<file path="config.mk">
export PLATFORM = sky130hd
export DESIGN_NAME = wb_multi
export DESIGN_NICKNAME = d
export VERILOG_FILES = /design/src/rtl/wb_multi.sv
export SDC_FILE = /design/constraint.sdc
export NUM_CORES = 1
export LEC_CHECK = 0
export CORE_MARGIN = 3
export CORE_UTILIZATION = 35
export DETAILED_ROUTE_END_ITERATION = 6
export PLACE_DENSITY = 0.58
export SLEW_MARGIN = 20
export SYNTH_ARGS = -nofsm -noshare
export SYNTH_HDL_FRONTEND = slang
export SYNTH_SLANG_ARGS = --single-unit
</file>
<file path="constraint.sdc">
create_clock -name clk -period 4.5 [get_ports clk]
set_input_delay 0.675 -clock clk [delete_from_list [all_inputs] [get_ports clk]]
set_output_delay 0.675 -clock clk [all_outputs]
set_load 0.02 [all_outputs]
</file>
<file path="src/rtl/wb_multi.sv">
// Multi-channel writeback buffer: merges NUM_CH result ports into one register-file write port.
// Define WB_MULTI_BYPASS_EN to let channel 0 skip an empty, unstalled buffer.
module wb_multi #(
    parameter int ADDR_LEN  = 5,
    parameter int WORD_SIZE = 32,
    parameter int NUM_CH    = 2,
    parameter int DEPTH     = 4
) (
    input  logic                          clk,
    input  logic                          rst_n,
    input  logic [NUM_CH-1:0]             valid_i,
    output logic [NUM_CH-1:0]             ready_o,
    input  logic [NUM_CH*ADDR_LEN-1:0]    dst_addr_i,
    input  logic [NUM_CH*WORD_SIZE-1:0]   data_i,
    input  logic                          stall_i,
    output logic [ADDR_LEN-1:0]           dst_addr_o,
    output logic [WORD_SIZE-1:0]          data_o,
    output logic                          w_en,
    output logic [$clog2(DEPTH):0]        count_o,
    output logic                          full_o,
    output logic                          empty_o
);

    localparam int PW = (DEPTH > 1) ? $clog2(DEPTH) : 1;
    localparam int CW = $clog2(DEPTH) + 1;

    logic [ADDR_LEN-1:0]  addr_mem [DEPTH];
    logic [WORD_SIZE-1:0] data_mem [DEPTH];

    logic [PW-1:0]     rd_ptr;
    logic [PW-1:0]     wr_ptr;
    logic [CW-1:0]     count;
    logic [CW-1:0]     n_push;
    logic [NUM_CH-1:0] push;
    logic [PW-1:0]     wr_idx [NUM_CH];
    logic              pop;
    logic              byp;

    assign count_o = count;
    assign full_o  = (count == CW'(DEPTH));
    assign empty_o = (count == '0);
    assign pop     = !stall_i && (count != '0);

`ifdef WB_MULTI_BYPASS_EN
    assign byp = valid_i[0] && ready_o[0] && (dst_addr_i[ADDR_LEN-1:0] != '0)
               && (count == '0) && !stall_i;
`else
    assign byp = 1'b0;
`endif

    // Credit is based on current occupancy only, so a pop never frees a slot early.
    always_comb begin
        for (int i = 0; i < NUM_CH; i++) begin
            ready_o[i] = (CW'(DEPTH) - count) > CW'(i);
        end
    end

    // Accepted channels pack into consecutive slots in ascending channel order.
    always_comb begin
        n_push = '0;
        for (int i = 0; i < NUM_CH; i++) begin
            push[i]   = valid_i[i] && ready_o[i]
                      && (dst_addr_i[i*ADDR_LEN +: ADDR_LEN] != '0)
                      && !(i == 0 && byp);
            wr_idx[i] = wr_ptr + n_push[PW-1:0];
            if (push[i]) n_push = n_push + CW'(1);
        end
    end

    always_ff @(posedge clk) begin
        for (int i = 0; i < NUM_CH; i++) begin
            if (push[i]) begin
                addr_mem[wr_idx[i]] <= dst_addr_i[i*ADDR_LEN +: ADDR_LEN];
                data_mem[wr_idx[i]] <= data_i[i*WORD_SIZE +: WORD_SIZE];
            end
        end
    end

    always_ff @(posedge clk) begin
        if (!rst_n) begin
            rd_ptr     <= '0;
            wr_ptr     <= '0;
            count      <= '0;
            w_en       <= 1'b0;
            dst_addr_o <= '0;
            data_o     <= '0;
        end else begin
            count  <= count + n_push - CW'(pop);
            wr_ptr <= wr_ptr + n_push[PW-1:0];
            if (pop) begin
                dst_addr_o <= addr_mem[rd_ptr];
                data_o     <= data_mem[rd_ptr];
                w_en       <= 1'b1;
                rd_ptr     <= rd_ptr + PW'(1);
            end else if (byp) begin
                dst_addr_o <= dst_addr_i[ADDR_LEN-1:0];
                data_o     <= data_i[WORD_SIZE-1:0];
                w_en       <= 1'b1;
            end else begin
                w_en <= 1'b0;
            end
        end
    end

endmodule

</file>
Word-level counts from Yosys, hierarchy flattened --
Memory sizes are Yosys's and may differ from the RTL's. A register that Yosys moved wholly into a read port is not among the register bits. Cells that the tools add are included.
Word-level totals: bits in writable memories 148, register bits after elaboration 8, input bits 79, output and inout port bits 45, memories 2
Memories:
- data_mem | words 4, bits a word 32, read ports 1, clocked after Yosys merged registers in 1, wr ports 2, RTL line 28 | logic [WORD_SIZE-1:0] data_mem [DEPTH];
- addr_mem | words 4, bits a word 5, read ports 1, clocked after Yosys merged registers in 1, wr ports 2, RTL line 27 | logic [ADDR_LEN-1:0] addr_mem [DEPTH];
Operators by class: equal/unequal tests 1, mux-type cells 7, add/subtract/negate cells 7, reductions and logical operators 12, $lt $le $gt $ge 2
Operators with widths (count):
- $reduce_bool 5->1 | 2
- $gt 3x1->1 const B | 2
- $mux 1 | 6
- $logic_and 1x1->1 | 5
- $add 2x2->2 | 2
- $add 3x1->3 const B | 1
- $add 3x3->3 | 1
- $eq 3x3->1 const B | 1
- $logic_not 1->1 | 3
- $logic_not 3->1 | 1
- $mux 3 | 1
- $reduce_bool 3->1 | 1
- $sub 3x1->3 | 1
- $sub 3x3->3 const A | 1
- $add 2x1->2 const B | 1

Depth between registers and ports, before layout --
Gate-level depths: netlist of run 1.
depth in word-level cells 9, depth in mapped cells 14

Worst setup path after synthesis of run 1 --
No wires, ideal clock.
kind register to register, from reg count[0] (netlist: count_o[0]), to mem addr_mem[2][0], enable pin, clock period less this slack 4.570 ns, path slack -0.070 ns, cell stages (with the launch flop) 8, data arrival time 4.088 ns, library setup time 0.483 ns, required time 4.017 ns, path through dfxtp_1 inv_1 ha_1 ha_1 inv_1 o311a_1 nand2_1 o21ai_0
RTL lines:
- from (decl) | RTL line 32 | logic [CW-1:0] count;
- from (signal assigned) | RTL line 88 | count <= count + n_push - CW'(pop);
- to (decl) | RTL line 27

==> metrics.md, run 1 <==
| Metric | Value |
|---|---|
| GRT Util Overall | 16.0% |
| Sequential Area | 0.00535 mm² |
| Port buffer count | 123 |
| Share of cells above drive strength 1 | 33.9% |
| Asr flop ratio synth | 0% |
| Chip width | 167 µm |
| Dominant cell type by area after synthesis | edfxtp_1 |
| Global-route met2 utilization | 27.3% |
| Fin util | 44.6% |
| Final Setup Violations | 0 |
| First-pass GRT wire length | 34.4 mm |
| Sw Pwr | 0.00224 W |
| Initial Utilization | 35.9% |
| Overflow after GRT | 0 |
| Met3 usage | 3.49% |
| Worst-path cell chain | clkdlybuf4s50_1 -> or3_1 -> o311a_1 -> ha_1 -> xor2_2 -> or4b_4 -> buf_4 -> mux2_2 |
| Count leader, synth | edfxtp_1 |
| Fin. Hold Viols | 0 |
| Max Fclk | 276 MHz |
| Fin. max-slew vios | 0 |
| Synth top area share | 48.8% |
| PwrDens | 624 mW/mm² |
| Via/cell ratio | 5.10 |
| Final Cell Area | 0.0113 mm² |
| Cts hold-fix bufs | 0 |
| GRT busiest layer | met2 |
| Post-Syn Instances | 584 |
| Routed len/inst | 21.0 µm |
| Row count | 58 |
| Syn_nets | 675 |
| Number of fill cells in the layout | 2302 |
| Initial antenna violation count | 0 |
| Maximum clock insertion buffer count | 2 |
| Crit path kind | in -> reg |
| Mapped Area | 0.00911 mm² |
| Die area | 0.0280 mm² |
| # Post-CTS Setup Buffers | 0 |
| Worst-Skew Late Latency | 0.42 ns |
| CP Buf/Inv Count | 2 |
| H-tree Lvls | 4 |
| Cell-internal power | 0.00482 W |
| Syn_area_per_cell | 15.6 µm² |
| GR Util met1 | 21.2% |
| TritonCTS Sinks | 193 |
| Status | finished, final reports clean |
| CP max stage cell | or4b_4 |
| EDFF count, synth | 148 |
| CTS buffer count | 17 |
| Nets | 797 |
| Root Buffer | clkbuf_16 |
| Post-route ant nets | 0 |
| CP top delay family | simple AND/OR/NAND/NOR gates |
| Share of the yosys chip area belonging to registers | 58.7% |
| HPWL Detailed | 14.0 mm |
| Sw Ratio | 31.8% |
| Period minus WS final | 3.62 ns |
| Nature of the critical path endpoint | flip-flop |
| Worst-path clk slew | 0.07 ns |
| Residual DRC | 0 |
| Critical path startpoint category | primary input |
| Clock network power share | 21.9% |
| DR iter-0 viols | 295 |
| Post-CTS sizing | 0 |
| Synth unique cells | 31 |
| Relative slew slack | 28.2% |
| Final Skew | 0.0139 ns |
| DR vias | 5360 |
| Commonest cells in the synthesized netlist | edfxtp_1, mux2_2, nand2_1, dfxtp_1 |
| HP Class | reg -> reg |
| Tot Pwr | 0.00706 W |
| DRT Pass-1 Iters | 4 |
| Worst ir drop on vdd | 0.000303 V |
| Multi-input logic area | 0.00354 mm² |
| Synthesis-stage register bit count | 193 |
| Die Span Y | 167 µm |
| Max-Cap Viols | 0 |
| CP Data Arrival Time | 3.79 ns |
| Post-synth top flop | edfxtp_1 |
| Drt total wl | 22.1 mm |
| Synth area leaders | edfxtp_1, mux2_2, dfxtp_1, mux4_2, nand2_1 |
| CP max FO | 23 |
| Post-placement cell area | 0.0107 mm² |
| Area Growth Syn to Fin | 24.4% |
| Critical path data required time | 4.66 ns |
| Leak | 3.76 nW |
| Worst slew pin tran | 1.07 ns |
| Core area | 0.0254 mm² |
| Vias in the first global route | 5990 |
| Largest net degree at the start of global routing | 46 |
| Setup TNS | 0 ns |
| CTS tree | built |
| Routability-driven placement congestion ratio | 0.729 |
| Largest stage delay, worst path | 0.66 ns |
| Sequential Power Share | 41.7% |
| Yosys Warn Count | 0 |
| Final worst path period share | 80.5% |
| Ports | 124 |
| RSZ-0062 raised after global routing | false |
| Gate power share | 36.4% |
[path summary, 6_finish.rpt]
check / cells past startpoint / startpoint / slack (ns) / to
max: 8 / dst_addr_i[2] / 0.88 / data_mem[2][13]$_DFFE_PP_
min: 2 / data_o[9]$_SDFFE_PN0P_ / 0.47 / data_o[9]$_SDFFE_PN0P_
max reg2reg: 10 / count_o[0]$_SDFF_PN0_ / 1.17 / data_mem[2][13]$_DFFE_PP_
min reg2reg: 2 / data_o[9]$_SDFFE_PN0P_ / 0.47 / data_o[9]$_SDFFE_PN0P_
[per-layer routing]
metal | vias up | wire length (µm)
li1 | 2459 | -
met1 | 2744 | 9800
met2 | 144 | 11000
met3 | 13 | 1070
met4 | 0 | 220
met5 | - | 0
[layout make-up]
| type | instances | area share (%) |
|---|---|---|
| Tap cell | 330 | 3.65 |
| Clock inverter | 13 | 1.41 |
| Antenna cell | 1 | 0.0221 |
| Sequential cell | 193 | 47.3 |
| Multi-Input combinational cell | 343 | 31.2 |
| Timing Repair Buffer | 139 | 12.1 |
| Inverter | 12 | 0.398 |
| Clock buffer | 19 | 3.91 |
[metrics by stage]
stage / cells / hold slack (ns) / setup slack (ns)
final: 1050 / 0.466 / 0.879
after global routing: 1049 / 0.490 / 0.808
after CTS: 1049 / 0.469 / 0.891
after detailed placement: 1017 / 0.459 / 0.460
after global placement: 1017 / 0.453 / 0.545
after floorplan: 584 / 0.541 / 0.347
[logic make-up (layout without fill, tap and decap cells)]
| kind of cell | Yosys count | after routing | synth area share (%) |
|---|---|---|---|
| xor gates and xnor gates | 7 | 7 | 0.756 |
| muxes | 185 | 185 | 27.5 |
| other | 0 | 1 | 0 |
| and+or+nand+nor | 94 | 94 | 4.52 |
| AOI/OAI and AO/OA | 45 | 45 | 3.78 |
| adders and majority gates | 12 | 12 | 1.73 |
| DFF | 193 | 193 | 58.7 |
| buffers and inverters | 48 | 183 | 3.06 |
[worst min-delay path: stages (launching register included)]
cell,delay (ns)
dfxtp_1,0.31
nand2_1,0.04
a21boi_0,0.06
[registers in the layout, summed over array words and instances (netlist names)]
| name | cells |
|---|---|
| addr_mem | 20 |
| data_mem | 128 |
| wr_ptr | 2 |
| count_o | 3 |
| w_en | 1 |
| data_o | 32 |
| dst_addr_o | 5 |
| rd_ptr | 2 |
[placed cells by master, fill, tap and decap left out, types with 2 or more instances in the layout]
cell type        netlist  routed
clkdlybuf4s50_1        0     122
mux2_1                 5       5
mux2_2               143     143
inv_1                 12      11
buf_12                 0       2
and2_1                 8       8
clkbuf_16              0      17
bufinv_16              0       3
xnor2_1                6       6
clkinv_4               0       2
edfxtp_1             148     148
or4_4                  2       2
o21ai_4                1       3
clkinv_2               0       5
ha_1                  11      11
dfxtp_1               45      43
a21boi_0              37      37
buf_4                  0      14
dfxtp_4                0       2
o21bai_4               0       2
mux4_2                37      37
nand2_1               77      77
[power groups by stage]
stage	Clock, W	Sequential, W	Combinational, W
CTS	0.00158	0.00296	0.00263
global placement	0	0.00297	0.00258
detailed placement	0	0.00300	0.00262
global route	0.00166	0.00301	0.00280
finish	0.00155	0.00294	0.00257
floorplan	0	0.00299	0.00166
Note: power is estimated with default switching activity, not from simulation.
==> inputs of run 2 (changes only) <==
--- a/config.mk
+++ b/config.mk
@@ -8,7 +8,7 @@
 export CORE_MARGIN = 3
 export CORE_UTILIZATION = 35
 export DETAILED_ROUTE_END_ITERATION = 6
-export PLACE_DENSITY = 0.58
+export PLACE_DENSITY = 0.56
 export SLEW_MARGIN = 20
 export SYNTH_ARGS = -nofsm -noshare
 export SYNTH_HDL_FRONTEND = slang
==> constraint.sdc (replaced) <==
create_clock -name clk -period 3.63 [get_ports clk]
set_input_delay 0.5445 -clock clk [delete_from_list [all_inputs] [get_ports clk]]
set_output_delay 0.5445 -clock clk [all_outputs]
set_load 0.02 [all_outputs]
==> metrics.md, run 2 (same netlist as run 1, synthesis figures left out) <==
| Metric | Value |
|---|---|
| Final Skew | 0.0132 ns (-0.000680 ns) |
| Max reg flops | 128 (unchanged) |
| Worst R2R Setup Slack | 0.57 ns (-0.60 ns) |
| Share of cells above drive strength 1 | 35.2% (+1.2 points) |
| Via/cell ratio | 5.08 (-0.48%) |
| Nature of the critical path endpoint | flip-flop |
| DRT Pass-1 Iters | 5 (+1) |
| Crit path kind | in -> reg |
| GRT Util Overall | 16.4% (+0.35 points) |
| Tot Pwr | 0.00902 W (+28%) |
| Row count | 58 (unchanged) |
| Routability-driven placement congestion ratio | 0.759 (+4.0%) |
| Fin. Hold Viols | 0 (unchanged) |
| Status | finished, final reports clean |
| Commonest non-fill, non-tap cells in the layout | edfxtp_1, mux2_2, clkdlybuf4s50_1 |
| CTS buffer count | 17 (unchanged) |
| Critical path startpoint category | primary input |
| Post-CTS sizing | 0 (unchanged) |
| Sw Pwr | 0.00294 W (+31%) |
| Worst slew pin tran | 0.900 ns (-0.174 ns) |
| Max-Cap Viols | 0 (unchanged) |
| Cell-internal power | 0.00607 W (+26%) |
| Worst-Skew Late Latency | 0.43 ns (about the same) |
| Layout Cells excl Fill | 1061 (+1.0%) |
| Number of fill cells in the layout | 2246 (-2.4%) |
| Sw Ratio | 32.7% (+0.90 points) |
| Clock network power share | 21.8% (about the same) |
| # Post-CTS Setup Buffers | 0 (unchanged) |
| Critical path data required time | 3.80 ns (-0.86 ns) |
| Initial antenna violation count | 2 (+2) |
| Core area | 0.0254 mm² (unchanged) |
| Worst ir drop on vdd | 0.000402 V (+33%) |
| Leak | 3.86 nW (+2.6%) |
| Root Buffer | clkbuf_16 |
| Fin util | 45.4% (+0.84 points) |
| Maximum clock insertion buffer count | 2 (unchanged) |
| Die Span Y | 167 µm (unchanged) |
| Final worst path period share | 88.8% |
| TritonCTS Sinks | 193 (unchanged) |
| Area Growth Syn to Fin | 26.7% |
| Max Fclk | 310 MHz |
| Cts hold-fix bufs | 0 (unchanged) |
| CP Data Arrival Time | 3.40 ns (-0.39 ns) |
| Fin. max-slew vios | 0 (unchanged) |
| RSZ-0062 raised after global routing | false |
| Nets | 809 (+1.5%) |
| Vias in the first global route | 5868 (-2.0%) |
| HP Class | reg -> reg |
| Overflow after GRT | 0 (unchanged) |
| CP max FO | 16 (-30%) |
| Die area | 0.0280 mm² (unchanged) |
| Worst-path clk slew | 0.08 ns (about the same) |
| Initial Utilization | 35.9% (unchanged) |
| Ports | 124 (unchanged) |
| Sequential Power Share | 40.3% (-1.4 points) |
| First-pass GRT wire length | 35.0 mm (+1.9%) |
| H-tree Lvls | 4 (unchanged) |
| Port buffer count | 123 (unchanged) |
| Placed cell count | 1029 (+1.2%) |
| Final Setup Violations | 0 (unchanged) |
| Routed len/inst | 21.1 µm (+0.51%) |
| Gate power share | 37.9% (+1.5 points) |
| N_diodes | 0 (-1) |
| Relative slew slack | 40.0% (+12 points) |
| Commonest non-fill, non-tap cell in the layout | edfxtp_1 |
| Largest net degree at the start of global routing | 46 (unchanged) |
| Post-route ant nets | 0 (unchanged) |
| DR iter-0 viols | 281 (-4.7%) |
| CTS tree | built |
| DR vias | 5390 (+0.56%) |
| Residual DRC | 0 (unchanged) |
| Chip width | 167 µm (unchanged) |
| PwrDens | 781 mW/mm² (+25%) |
| Period minus WS final | 3.23 ns |
| HPWL Detailed | 14.4 mm (+2.7%) |
| Drt total wl | 22.4 mm (+1.6%) |
## run 2: cell types whose count changed in the layout (fill, tap and decap cells not counted), sizes merged
| cell | previous run | this run |
|---|---|---|
| clkbuf | 19 | 17 |
| diode | 1 | 0 |
| bufinv | 3 | 2 |
| clkinv | 7 | 4 |
| inv | 14 | 20 |
| buf | 17 | 29 |
## run 2: metrics by stage
stage,cell area [µm²],setup slack (ns),hold WS [ns],TNS (ns)
after detailed placement,10900,-0.0184,0.462,-0.212
after floorplan,9120,0.219,0.541,0
final,11500,0.405,0.467,0
after global routing,11500,0.327,0.495,0
after CTS,11500,0.446,0.473,0
after global placement,10900,0.0510,0.454,0
## run 2: worst max-delay path, stage by stage
cell and delay [ns]:
clkdlybuf4s50_1 0.48, or3_1 0.43, o311a_1 0.34, ha_1 0.24, xor2_2 0.25, or4b_4 0.61
buf_12 0.21, mux2_2 0.27
## run 2: path summary, 6_finish.rpt
check	from	to	cells after the start
worst max-delay path	dst_addr_i[2]	data_mem[2][12]$_DFFE_PP_	8
worst min-delay path	data_o[29]$_SDFFE_PN0P_	data_o[29]$_SDFFE_PN0P_	2
worst max register to register	count_o[0]$_SDFF_PN0_	count_o[2]$_SDFF_PN0_	14
worst min register to register	data_o[29]$_SDFFE_PN0P_	data_o[29]$_SDFFE_PN0P_	2
## run 2: power groups by stage
stage / sequential [W] / clock (W) / combinational (W)
2_1_floorplan: 0.00368 / 0 / 0.00208
3_3_place_gp: 0.00366 / 0 / 0.00346
3_5_place_dp: 0.00370 / 0 / 0.00349
4_1_cts: 0.00365 / 0.00203 / 0.00351
5_1_grt: 0.00372 / 0.00212 / 0.00370
6_report: 0.00363 / 0.00197 / 0.00342
## run 2: per-layer routing
layer | global-route usage [%] | wire length (µm)
met1 | 21.9 | 9980
met2 | 27.9 | 11400
met3 | 3.33 | 865
met4 | 3.52 | 192
met5 | 0 | 25
## run 2: cell type report
| class | count | area, µm² | share of cell area (%) |
|---|---|---|---|
| repair buffers | 151 | 1570 | 13.6 |
| clock buffers | 17 | 425 | 3.69 |
| clock inverters | 15 | 193 | 1.67 |
| multi-input cells | 343 | 3540 | 30.7 |
| well taps | 330 | 413 | 3.58 |
| inverters | 12 | 45.0 | 0.390 |
| flip-flops and latches | 193 | 5350 | 46.4 |
==> RTL change: new RTL, flow settings as in run 2 <==
Set the parameter `ADDR_LEN` to 6 (it was 5).
--- a/src/rtl/wb_multi.sv
+++ b/src/rtl/wb_multi.sv
@@ -1,7 +1,7 @@
 // Multi-channel writeback buffer: merges NUM_CH result ports into one register-file write port.
 // Define WB_MULTI_BYPASS_EN to let channel 0 skip an empty, unstalled buffer.
 module wb_multi #(
-    parameter int ADDR_LEN  = 5,
+    parameter int ADDR_LEN  = 6,
     parameter int WORD_SIZE = 32,
     parameter int NUM_CH    = 2,
     parameter int DEPTH     = 4
Ports: changed (resized dst_addr_i and dst_addr_o); port bits go from 124 to 127. No check against the original RTL was run, so the function may have changed too.
==> RTL change against run 2 <==
  * Area after synthesis up 3.4%
  * Setup slack got worse by 0.023 ns
  * Critical endpoint is now data_mem[1][22]
  * Wire length grew 0.78%
  * Total power grew 2.4%
  * Final area grew 3.0%
  * Maximum frequency fell by 0.72%
  * Clock power decreased by 5%
  * Sequential cell count grew 5
  * Via count up 1.8%
  * Sequential power rose by 3%
  * Non-clock buffer count stayed put
==> RTL change: results (changes against run 2) <==
* Post-DP HPWL at 14.2 mm (-1.2%)
* P_leak at 4.11 nW (+6.4%)
* Highest-delay cell along the critical path: or4_1
* Worst Clk Skew at 0.0110 ns (-0.00218 ns)
* Global-route wire length before repair at 34.8 mm (-0.75%)
* Critical Path Source: dst_addr_i[2]
* Number of global-route vias before repair at 5986 (+2.0%)
* Area post-placement at 11300 um^2 (+3.5%)
* Setup crit end: data_mem[1][22]
* Net Count, Synth at 696 (+3.1%)
* Sequential share of the synthesized area at 58.2% (-0.47 points)
* Post-synth EDFFs at 152 (+2.7%)
* Critical Path AT at 3.42 ns (+0.02 ns)
* Netlist cell types at 34 (+9.7%)
* List of most frequent post-synthesis cells: edfxtp_1 (152), mux2_2 (124), nand2_1 (80), dfxtp_1 (46), mux4_2 (38)
* GRT Overall Usage at 16.0% (-0.36 points)
* # port buffers at 126 (+2.4%)
* CTS H-Tree Depth at 4 (unchanged)
* Worst vdd ir at 327 uV (-19%)
* Max-slew headroom at 40.5% (+0.51 points)
* Status: completed
* Via/cell ratio at 5.07 (-0.16%)
* First-pass detailed-route iteration total at 4 (-1)
* Antenna diodes at 0 (unchanged)
* Initial antenna violation count at 0 (-2)
* Largest net degree at the start of global routing at 47 (+2.2%)
* Max FO, Critical Path at 18 (+2)
* Max FFs per register at 128 (unchanged)
* Mapped Cells at 603 (+3.3%)
* Number of cells after detailed placement at 1050 (+2.0%)
* GP Congestion at 0.735 (-3.2%)
* Worst R2R Setup Slack at 0.49 ns (-0.08 ns)
* Top cells by area, synth: edfxtp_1 (48%), mux2_2 (15%), dfxtp_1 (9.8%), mux4_2 (9.1%), mux2_4 (4.3%)
* Nets at 827 (+2.2%)
* Worst path max stage delay at 0.56 ns (-0.05 ns)
* Ratio of cells with drive above 1 in the final layout at 34.1% (-1.0 points)
* Via Count at 5488 (+1.8%)
* FF-to-FF End: count_o[2]
RTL change: cell types whose count changed after synthesis, sizes merged, moves of 2 or more:
cell,delta
edfxtp,+4
nand2,+3
clkbuf,+2
nand3,+2
mux2,+4
and3,+2
RTL change: worst min-delay path by stage:
| stage | slack (ns) | endpoint | depth (start not counted) | start |
|---|---|---|---|---|
| after floorplan | 0.53 | dst_addr_o[0] | 2 | dst_addr_o[0] |
| after global placement | 0.44 | dst_addr_o[0] | 2 | dst_addr_o[0] |
| after detailed placement | 0.45 | data_o[17] | 2 | data_o[17] |
| after CTS | 0.46 | data_o[7] | 2 | data_o[7] |
| after global routing | 0.48 | data_o[17] | 2 | data_o[17] |
| final | 0.46 | data_o[7] | 2 | data_o[7] |
RTL change: critical path: cells and delay by family:
kind	cells	cell delay (ns)
xor+xnor	1	0.28
compound gates	1	0.37
mux	1	0.30
simple gates	3	0.97
buf+inv	2	0.73
fa+ha+maj	1	0.22
RTL change: where the power goes:
part / internal, mW / switching [mW]
Combinational: 1.85 / 1.78
Sequential: 3.39 / 0.338
Clock: 1.02 / 0.845
RTL change: metal layers:
| metal | part of all wire, % | GRT usage (%) | vias up |
|---|---|---|---|
| met4 | 0.81 | 3.60 | 0 |
| met3 | 3.7 | 3.23 | 13 |
| met5 | 0 | 0 | - |
| met1 | 44 | 20.9 | 2818 |
| met2 | 51 | 27.7 | 109 |
| li1 | - | - | 2548 |
RTL change: final cells by class:
cell class	instances	area [um^2]
repair buffers	151	1630
clock buffers	18	429
well taps	335	419
clock inverters	14	151
inverters	11	41.3
fillers	2281	14400
flip-flops and latches	198	5490
multi-input cells	355	3720
RTL change: stage by stage:
step                hold slack (ns)  power, mW  setup TNS (ns)  utilization [%]  setup WS (ns)
finish                        0.455       9.23               0             45.2          0.381
global route                  0.482       9.75               0             45.2          0.287
CTS                           0.458       9.38               0             45.2          0.418
detailed placement            0.448       7.49          -0.342             43.0        -0.0340
global placement              0.443       7.39               0             43.0         0.0604
floorplan                     0.532       6.00               0                -          0.308
RTL change: cell families (layout without fill, tap and decap cells):
logic type / after synthesis / count (layout) / synth area share, %
compound gates: 45 / 45 / 3.60
flops: 198 / 198 / 58.2
fa+ha+maj: 12 / 12 / 1.67
mux: 190 / 190 / 28.3
xor+xnor: 7 / 7 / 0.651
buf+inv: 50 / 194 / 2.92
simple gates: 101 / 101 / 4.60
